`src/rtl/tensor_serializer.sv`:
```
// tensor_serializer: snapshots a tensor on start and streams it one element
// per valid/ready transfer. Optional: TENSOR_SER_SKIP_ZERO_EN skips zeros.
module tensor_serializer #(
   parameter int ELEMENTS = 9,
   parameter int WIDTH    = 16
) (
   input  logic                      clk,
   input  logic                      reset,
   input  logic                      start,
   input  logic [ELEMENTS*WIDTH-1:0] tensor_in,
   input  logic                      out_ready,
   output logic                      out_valid,
   output logic [WIDTH-1:0]          element,
   output logic [3:0]                idx,
   output logic                      busy,
   output logic                      done
);

   localparam logic [1:0] S_IDLE   = 2'd0;
   localparam logic [1:0] S_STREAM = 2'd1;
   localparam logic [1:0] S_DONE   = 2'd2;

   localparam logic [3:0] LAST = 4'(ELEMENTS - 1);

   logic [1:0]       state;
   logic [3:0]       cnt;
   logic [WIDTH-1:0] snap [ELEMENTS];
   logic [WIDTH-1:0] cur;
   logic             zero;
   logic             adv;

   assign cur = snap[cnt];

`ifdef TENSOR_SER_SKIP_ZERO_EN
   assign zero = (state == S_STREAM) && (cur == '0);
`else
   assign zero = 1'b0;
`endif

   // outputs are decoded from registered state only
   always_comb begin
      out_valid = (state == S_STREAM) && !zero;
      element   = out_valid ? cur : '0;
      idx       = out_valid ? cnt : '0;
      busy      = (state == S_STREAM) || (state == S_DONE);
      done      = (state == S_DONE);
      adv       = (out_valid && out_ready) || zero;
   end

   // FSM, counter and snapshot register
   always_ff @(posedge clk or posedge reset) begin
      if (reset) begin
         state <= S_IDLE;
         cnt   <= '0;
         for (int k = 0; k < ELEMENTS; k++)
            snap[k] <= '0;
      end else begin
         case (state)
            S_IDLE: begin
               if (start) begin
                  for (int k = 0; k < ELEMENTS; k++)
                     snap[k] <= tensor_in[WIDTH*k +: WIDTH];
                  cnt   <= '0;
                  state <= S_STREAM;
               end
            end
            S_STREAM: begin
               if (adv) begin
                  if (cnt == LAST)
                     state <= S_DONE;
                  else
                     cnt <= cnt + 4'd1;
               end
            end
            S_DONE: begin
               state <= S_IDLE;
            end
            default: begin
               state <= S_IDLE;
            end
         endcase
      end
   end

endmodule

```
`config.mk`:
```
export PLATFORM = sky130hd
export DESIGN_NAME = tensor_serializer
export DESIGN_NICKNAME = d
export VERILOG_FILES = /design/src/rtl/tensor_serializer.sv
export SDC_FILE = /design/constraint.sdc
export NUM_CORES = 1
export LEC_CHECK = 0
export CORE_AREA = 2 2 123 113
export CTS_CLUSTER_DIAMETER = 80
export CTS_CLUSTER_SIZE = 20
export DETAILED_ROUTE_END_ITERATION = 10
export DIE_AREA = 0 0 125 115
export PLACE_DENSITY = 0.85
export RECOVER_POWER = 100
export SLEW_MARGIN = 40
export SYNTH_ARGS = -nofsm -noshare
export SYNTH_HDL_FRONTEND = slang
export SYNTH_SLANG_ARGS = --single-unit
```
`constraint.sdc`:
```
create_clock -name clk -period 11.01 [get_ports clk]
set_clock_uncertainty 0.15 [all_clocks]
set_input_delay 2.202 -clock clk [delete_from_list [all_inputs] [get_ports clk]]
set_output_delay 2.202 -clock clk [all_outputs]
set_load 0.1 [all_outputs]
```
==> results of run 1 <==
report_power, final:
group,internal (mW),switching [mW]
registers,0.834,0.174
logic,0.507,0.636
clock network,0.378,0.219
final cells by class:
cell class / count / share of cell area
well taps: 168 / 0.0230
repair buffers: 174 / 0.176
multi-input cells: 285 / 0.320
inverters: 9 / 0.00383
clock inverters: 8 / 0.0133
clock buffers: 23 / 0.0533
flip-flops and latches: 150 / 0.411
sequential cells by signal, summed over array words and instances (netlist names):
name   count
snap     144
state      2
cnt        4
synth_stat cells, drive strengths merged (5+ instances only):
| master | n | area (um^2) |
|---|---|---|
| inv | 9 | 33.8 |
| mux2 | 144 | 1620 |
| o21ai | 20 | 100 |
| ha | 5 | 62.6 |
| nand2 | 18 | 67.6 |
| mux4 | 16 | 379 |
| a221oi | 16 | 146 |
| clkbuf | 10 | 37.5 |
| mux2i | 34 | 340 |
| a21oi | 17 | 85.1 |
| buf | 26 | 184 |
| dfrtp | 150 | 3750 |
cell families after synthesis:
logic type                 after synthesis
DFF                                    150
adders and majority gates                5
AOI/OAI and AO/OA                       60
buffers and inverters                   45
muxes                                  194
and+or+nand+nor                         26
metrics by stage:
| stage | cell area [um^2] | hold slack, ps | instances |
|---|---|---|---|
| CTS | 9180 | 353 | 816 |
| detailed placement | 8570 | 340 | 785 |
| global route | 9150 | 363 | 817 |
| finish | 9150 | 355 | 817 |
| global placement | 8650 | 330 | 784 |
| floorplan | 6930 | 320 | 480 |
per-layer routing:
metal,vias up,track usage
met2,199,0.365
met5,-,0
li1,2078,-
met3,21,0.0661
met1,2317,0.342
met4,0,0.0807
path summary, 6_finish.rpt:
| path | startpoint | end | slack [ps] | depth (start not counted) |
|---|---|---|---|---|
| max | start | snap[108] | 5130 | 4 |
| min | snap[85] | snap[85] | 350 | 1 |
| max reg2reg | state[1] | snap[108] | 6810 | 5 |
| min reg2reg | snap[85] | snap[85] | 350 | 1 |
| max in group asynchronous | reset | cnt[0] | 6000 | 3 |
| min in group asynchronous | reset | snap[58] | 2910 | 2 |
worst max-delay path: stages:
cell and delay [ps]:
dlygate4sd3_1 600, nand2_1 2040, buf_6 720, mux2_2 430
==> metrics.md, run 1 <==
| Metric | Value |
|---|---|
| Final period utilization | 0.534 |
| Area grow syn2layout | 32.0% |
| Cts-stage hold buffer count | 0 |
| Crit end category | register |
| Arr. time, crit path | 6040 ps |
| First-pass GRT wire length | 26.4 mm |
| Wirelength per Cell | 20.3 um |
| Total negative slack | 0 ps |
| Asr flop ratio synth | 1.00 |
| Die X-Extent | 125 um |
| Status | finished with violations |
| Die area | 14400 um^2 |
| Clk pin slew, worst setup/hold paths | 60 ps |
| M1 wire length | 7.71 mm |
| PortBufs | 170 |
| Post-place setup slack | 6190 ps |
| Final Hold Viols | 0 |
| Adder-Cell Fraction of Synth Area | 0.00902 |
| Total number of vias | 4615 |
| Area of the multi-input gates | 2920 um^2 |
| Unrepaired setup endpoints after global routing | false |
| Total track usage | 0.241 |
| Commonest non-fill, non-tap cells in the layout | dfrtp_1 (148), clkdlybuf4s50_1 (145), mux2_2 (144) |
| Clock Path Buffers | 2 |
| Final GP Congestion | 0.843 |
| Final period demand of the worst path | 5880 ps |
| DRC Markers | 0 |
| Syn avg cell area | 14.4 um^2 |
| Die H | 115 um |
| Largest family of logic cells by synthesized area | multiplexers |
| Vias/cell | 5.65 |
| Final setup violating endpoints | 0 |
| DR top layer | met4 |
| Starting Density | 0.529 |
| VDD IR-drop max | 0.000167 V |
| TritonRoute pass-1 iters | 4 |
| Crit-path max FO | 78 |
| Setup ws final | 5130 ps |
| Post-synthesis sequential area ratio | 0.541 |
| Max Freq | 0.170 GHz |
| Pwr dens | 300 nW/um^2 |
| Antenna Cells | 0 |
| Simple-gate area share of the yosys netlist | 0.0189 |
| H-Tree Depth | 4 |
| Vias in the first global route | 4969 |
| Failing checks | capacitance limit, slew limit |
| Register Area | 3760 um^2 |
| Yosys warning total | 0 |
| Final HPWL DP | 11.8 mm |
| CTS root buf | clkbuf_16 |
| Cells after Synth | 480 |
| DRT Wirelength | 16.6 mm |
| Mux cell area share after synthesis | 0.338 |
| Tightest Pin Transition | 2930 ps |
| Critical Path RT | 11170 ps |
| Grt total ovfl | 0 |
| Clock latency at the later pin of the worst-skew pair | 430 ps |
| I/O pin count | 171 |
| Nets@finish | 790 |
| Initial DRC Count | 335 |
| Utilization after layout | 0.698 |
| Core Area | 13100 um^2 |
| Routed wl met2 | 7.51 mm |
| Power, Total | 2.75 mW |
| HP Class | register to register |
| Synth cell types | 31 |
| FP Rows | 40 |
| Post-CTS Setup Inserts | 0 |
| Most common cell after layout, fill and taps aside | dfrtp_1 |
| CTS resizes | 0 |
| # Max-Cap Violations | 2 |
| Met3 wire len | 1.17 mm |
| CTS tree | yes |
| Lkg Pwr | 3.69 nW |
| Slew Limit Headroom | -0.966 |
| Compound-cell area share of the yosys netlist | 0.0561 |
| Syn Nets | 633 |
| Antenna Nets Post-Route | 0 |
| Worst Setup Start Kind | input port |
| Clk sinks | 150 |
| WS Path Type | input port to register |
| Total CTS buffers | 17 |
| Largest net degree at the start of global routing | 84 |
| Fill count | 924 |
| Post-synthesis xor/xnor area fraction | 0 |
| Layout cells sized above 1 | 0.299 |
| Initial antenna violation count | 0 |
| Synth Flop Type | dfrtp_1 |
| EDFF count, synth | 0 |
| Slew Viols, Final | 139 |
| Mapped Area | 6930 um^2 |
| Synth Register Bits | 150 |
(Power assumes the default switching activity.)
==> inputs of run 2 (changes only) <==
- CORE_AREA: 2 2 123 113 -> 2 2 134 123
- DIE_AREA: 0 0 125 115 -> 0 0 136 125
- PLACE_DENSITY: 0.85 -> 0.76
- clock period: 11.01 -> 5 ns (I/O delays scaled with it)
==> run 2 against run 1 <==
  * Largest cell class unchanged
  * Sequential power rose by 120%
  * Register-to-register slack got worse by 5600 ps
  * Via count fell by 1.1%
  * The flow still finishes with violations (capacitance limit, slew limit)
  * Count of clock-buffer cells in the layout fell by 4
  * Highest routed layer unchanged
  * Critical path depth rose by 2
  * Die area rose by 18%
  * Critical path type is now register to output pin
  * Sequential share of layout area fell by 0.79 points
==> metrics.md, run 2 (same netlist as run 1, synthesis figures left out) <==
| Metric | Value |
|---|---|
| VDD IR-drop max | 0.000310 V (+86%) |
| Slew Viols, Final | 213 (+53%) |
| Crit end category | output pin |
| CTS tree | yes |
| Final setup violating endpoints | 0 (unchanged) |
| Lkg Pwr | 3.77 nW (+2.2%) |
| Arr. time, crit path | 3170 ps (-2870 ps) |
| Biggest register | snap |
| Largest net degree at the start of global routing | 127 (+51%) |
| Hold path cells | 1 (unchanged) |
| Final period utilization | 0.864 |
| Starting Density | 0.440 (-0.0884) |
| Fill count | 1261 (+36%) |
| DRT Wirelength | 16.6 mm (-0.16%) |
| WS Path Type | register to output pin |
| CP Launch Point | cnt[0] |
| Most common cell after layout, fill and taps aside | dfrtp_1 |
| Critical Path RT | 3850 ps (-7320 ps) |
| Biggest regs | snap x144, cnt x4, state x2 |
| CP bufs+invs | 3 (+1) |
| I/O pin count | 171 (unchanged) |
| # Max-Cap Violations | 2 (unchanged) |
| Core Area | 15700 um^2 (+20%) |
| Initial DRC Count | 279 (-17%) |
| Die X-Extent | 136 um (+8.8%) |
| Worst flop-to-flop path endpoint | snap[136] |
| CTS root buf | clkbuf_16 |
| Die area | 17000 um^2 (+18%) |
| Nets@finish | 797 (+0.89%) |
| Total number of vias | 4564 (-1.1%) |
| Max Freq | 0.231 GHz |
| FP Rows | 44 (+10%) |
| Final period demand of the worst path | 4320 ps |
| Crit-path max FO | 17 (-78%) |
| H-Tree Depth | 4 (unchanged) |
| Clk sinks | 150 (unchanged) |
| Worst R2R Setup Slack | 1260 ps (-5550 ps) |
| Status | finished with violations |
| Pwr dens | 660 nW/um^2 (+120%) |
| TritonRoute pass-1 iters | 4 (unchanged) |
| Slew Limit Headroom | -0.301 (+0.665) |
| Clock latency at the later pin of the worst-skew pair | 420 ps (about the same) |
| Grt total ovfl | 0 (unchanged) |
| Worst r2r path cells | 5 (unchanged) |
| Tightest Pin Transition | 1940 ps (-988 ps) |
| HP Class | register to register |
| Fin area | 9320 um^2 (+1.9%) |
| Total CTS buffers | 17 (unchanged) |
| Commonest non-fill, non-tap cells in the layout | dfrtp_1 (149), clkdlybuf4s50_1 (145), mux2_2 (142) |
| Layout cells sized above 1 | 0.314 (+0.0146) |
| Antenna Cells | 0 (unchanged) |
| Crit-path cells | buf_12, nor4b_4, buf_4, nand2_1, a21oi_1, clkbuf_1 |
| PortBufs | 170 (unchanged) |
| Slowest cell on crit path | clkbuf_1 |
| Worst Setup Start Kind | register |
| Cell Area, Placed | 8740 um^2 (+1.9%) |
| Largest register FFs | 144 (unchanged) |
| Vias/cell | 5.28 (-6.5%) |
| Post-CTS Setup Inserts | 0 (unchanged) |
| Worst setup path endpoint | element[12] |
| First-pass GRT wire length | 26.4 mm (-0.21%) |
| Vias in the first global route | 5045 (+1.5%) |
| Stages on the worst setup path | 6 (+2) |
| Initial antenna violation count | 0 (unchanged) |
| CTS resizes | 0 (unchanged) |
| Failing checks | capacitance limit, slew limit |
| Worst r2r src | state[1] |
| Final GP Congestion | 0.835 (-0.91%) |
| Worst path top cell family by delay | buffers and inverters |
| Final Hold Viols | 0 (unchanged) |
| Max stage delay on crit path | 880 ps (-1160 ps) |
| Clk pin slew, worst setup/hold paths | 60 ps (about the same) |
| Worst-case hold slack | 351 ps (-3.41 ps) |
| Die H | 125 um (+8.7%) |
| Total negative slack | 0 ps (unchanged) |
| Cts-stage hold buffer count | 0 (unchanged) |
| Clock Path Buffers | 2 (unchanged) |
| Total track usage | 0.203 (-0.0377) |
| Final HPWL DP | 11.8 mm (-0.14%) |
| Unrepaired setup endpoints after global routing | false |
| DRC Markers | 0 (unchanged) |
| Area grow syn2layout | 34.5% |
| Antenna Nets Post-Route | 0 (unchanged) |
| Wirelength per Cell | 19.2 um (-5.6%) |
-- run 2: cell types whose count changed in the layout (fill, tap and decap cells not counted), sizes merged --
cell	change
buf	+11
bufinv	+2
clkbuf	-8
clkinv	-1
inv	+4
-- run 2: worst min path at each step --
| stage | start | to | slack, ps |
|---|---|---|---|
| final | snap[126] | snap[126] | 350 |
| after CTS | snap[127] | snap[127] | 360 |
| after global placement | snap[84] | snap[84] | 330 |
| after floorplan | snap[112] | snap[112] | 320 |
| after detailed placement | snap[80] | snap[80] | 340 |
| after global routing | snap[14] | snap[14] | 360 |
-- run 2: layout make-up --
class,instances,area (um^2),area share
clock buffers,19,443,0.0475
clock inverters,13,218,0.0233
inverters,9,35.0,0.00376
multi-input cells,285,2930,0.314
flip-flops and latches,150,3760,0.403
well taps,207,259,0.0278
repair buffers,181,1690,0.181
-- run 2: report_power, final --
group	internal [mW]	switching, mW
registers	1.83	0.353
clock network	0.908	0.513
logic	1.14	1.40
total	3.89	2.27
-- run 2: per-layer routing --
metal  vias up  part of all wire  wire, um  global-route usage
met5         -                 0         0                   0
met2       163              0.45      7480               0.310
met3        20             0.066      1090              0.0556
met4         0             0.016       269              0.0674
met1      2288              0.47      7750               0.283
li1       2093                 -         -                   -
-- run 2: through the flow --
step,setup slack [ps],power (mW),util,cells
after floorplan,329,4.15,-,480
after global placement,1270,4.66,0.554,829
after detailed placement,1530,4.77,0.555,831
after CTS,1040,6.22,0.597,863
after global routing,521,6.47,0.592,864
final,680,6.15,0.592,864
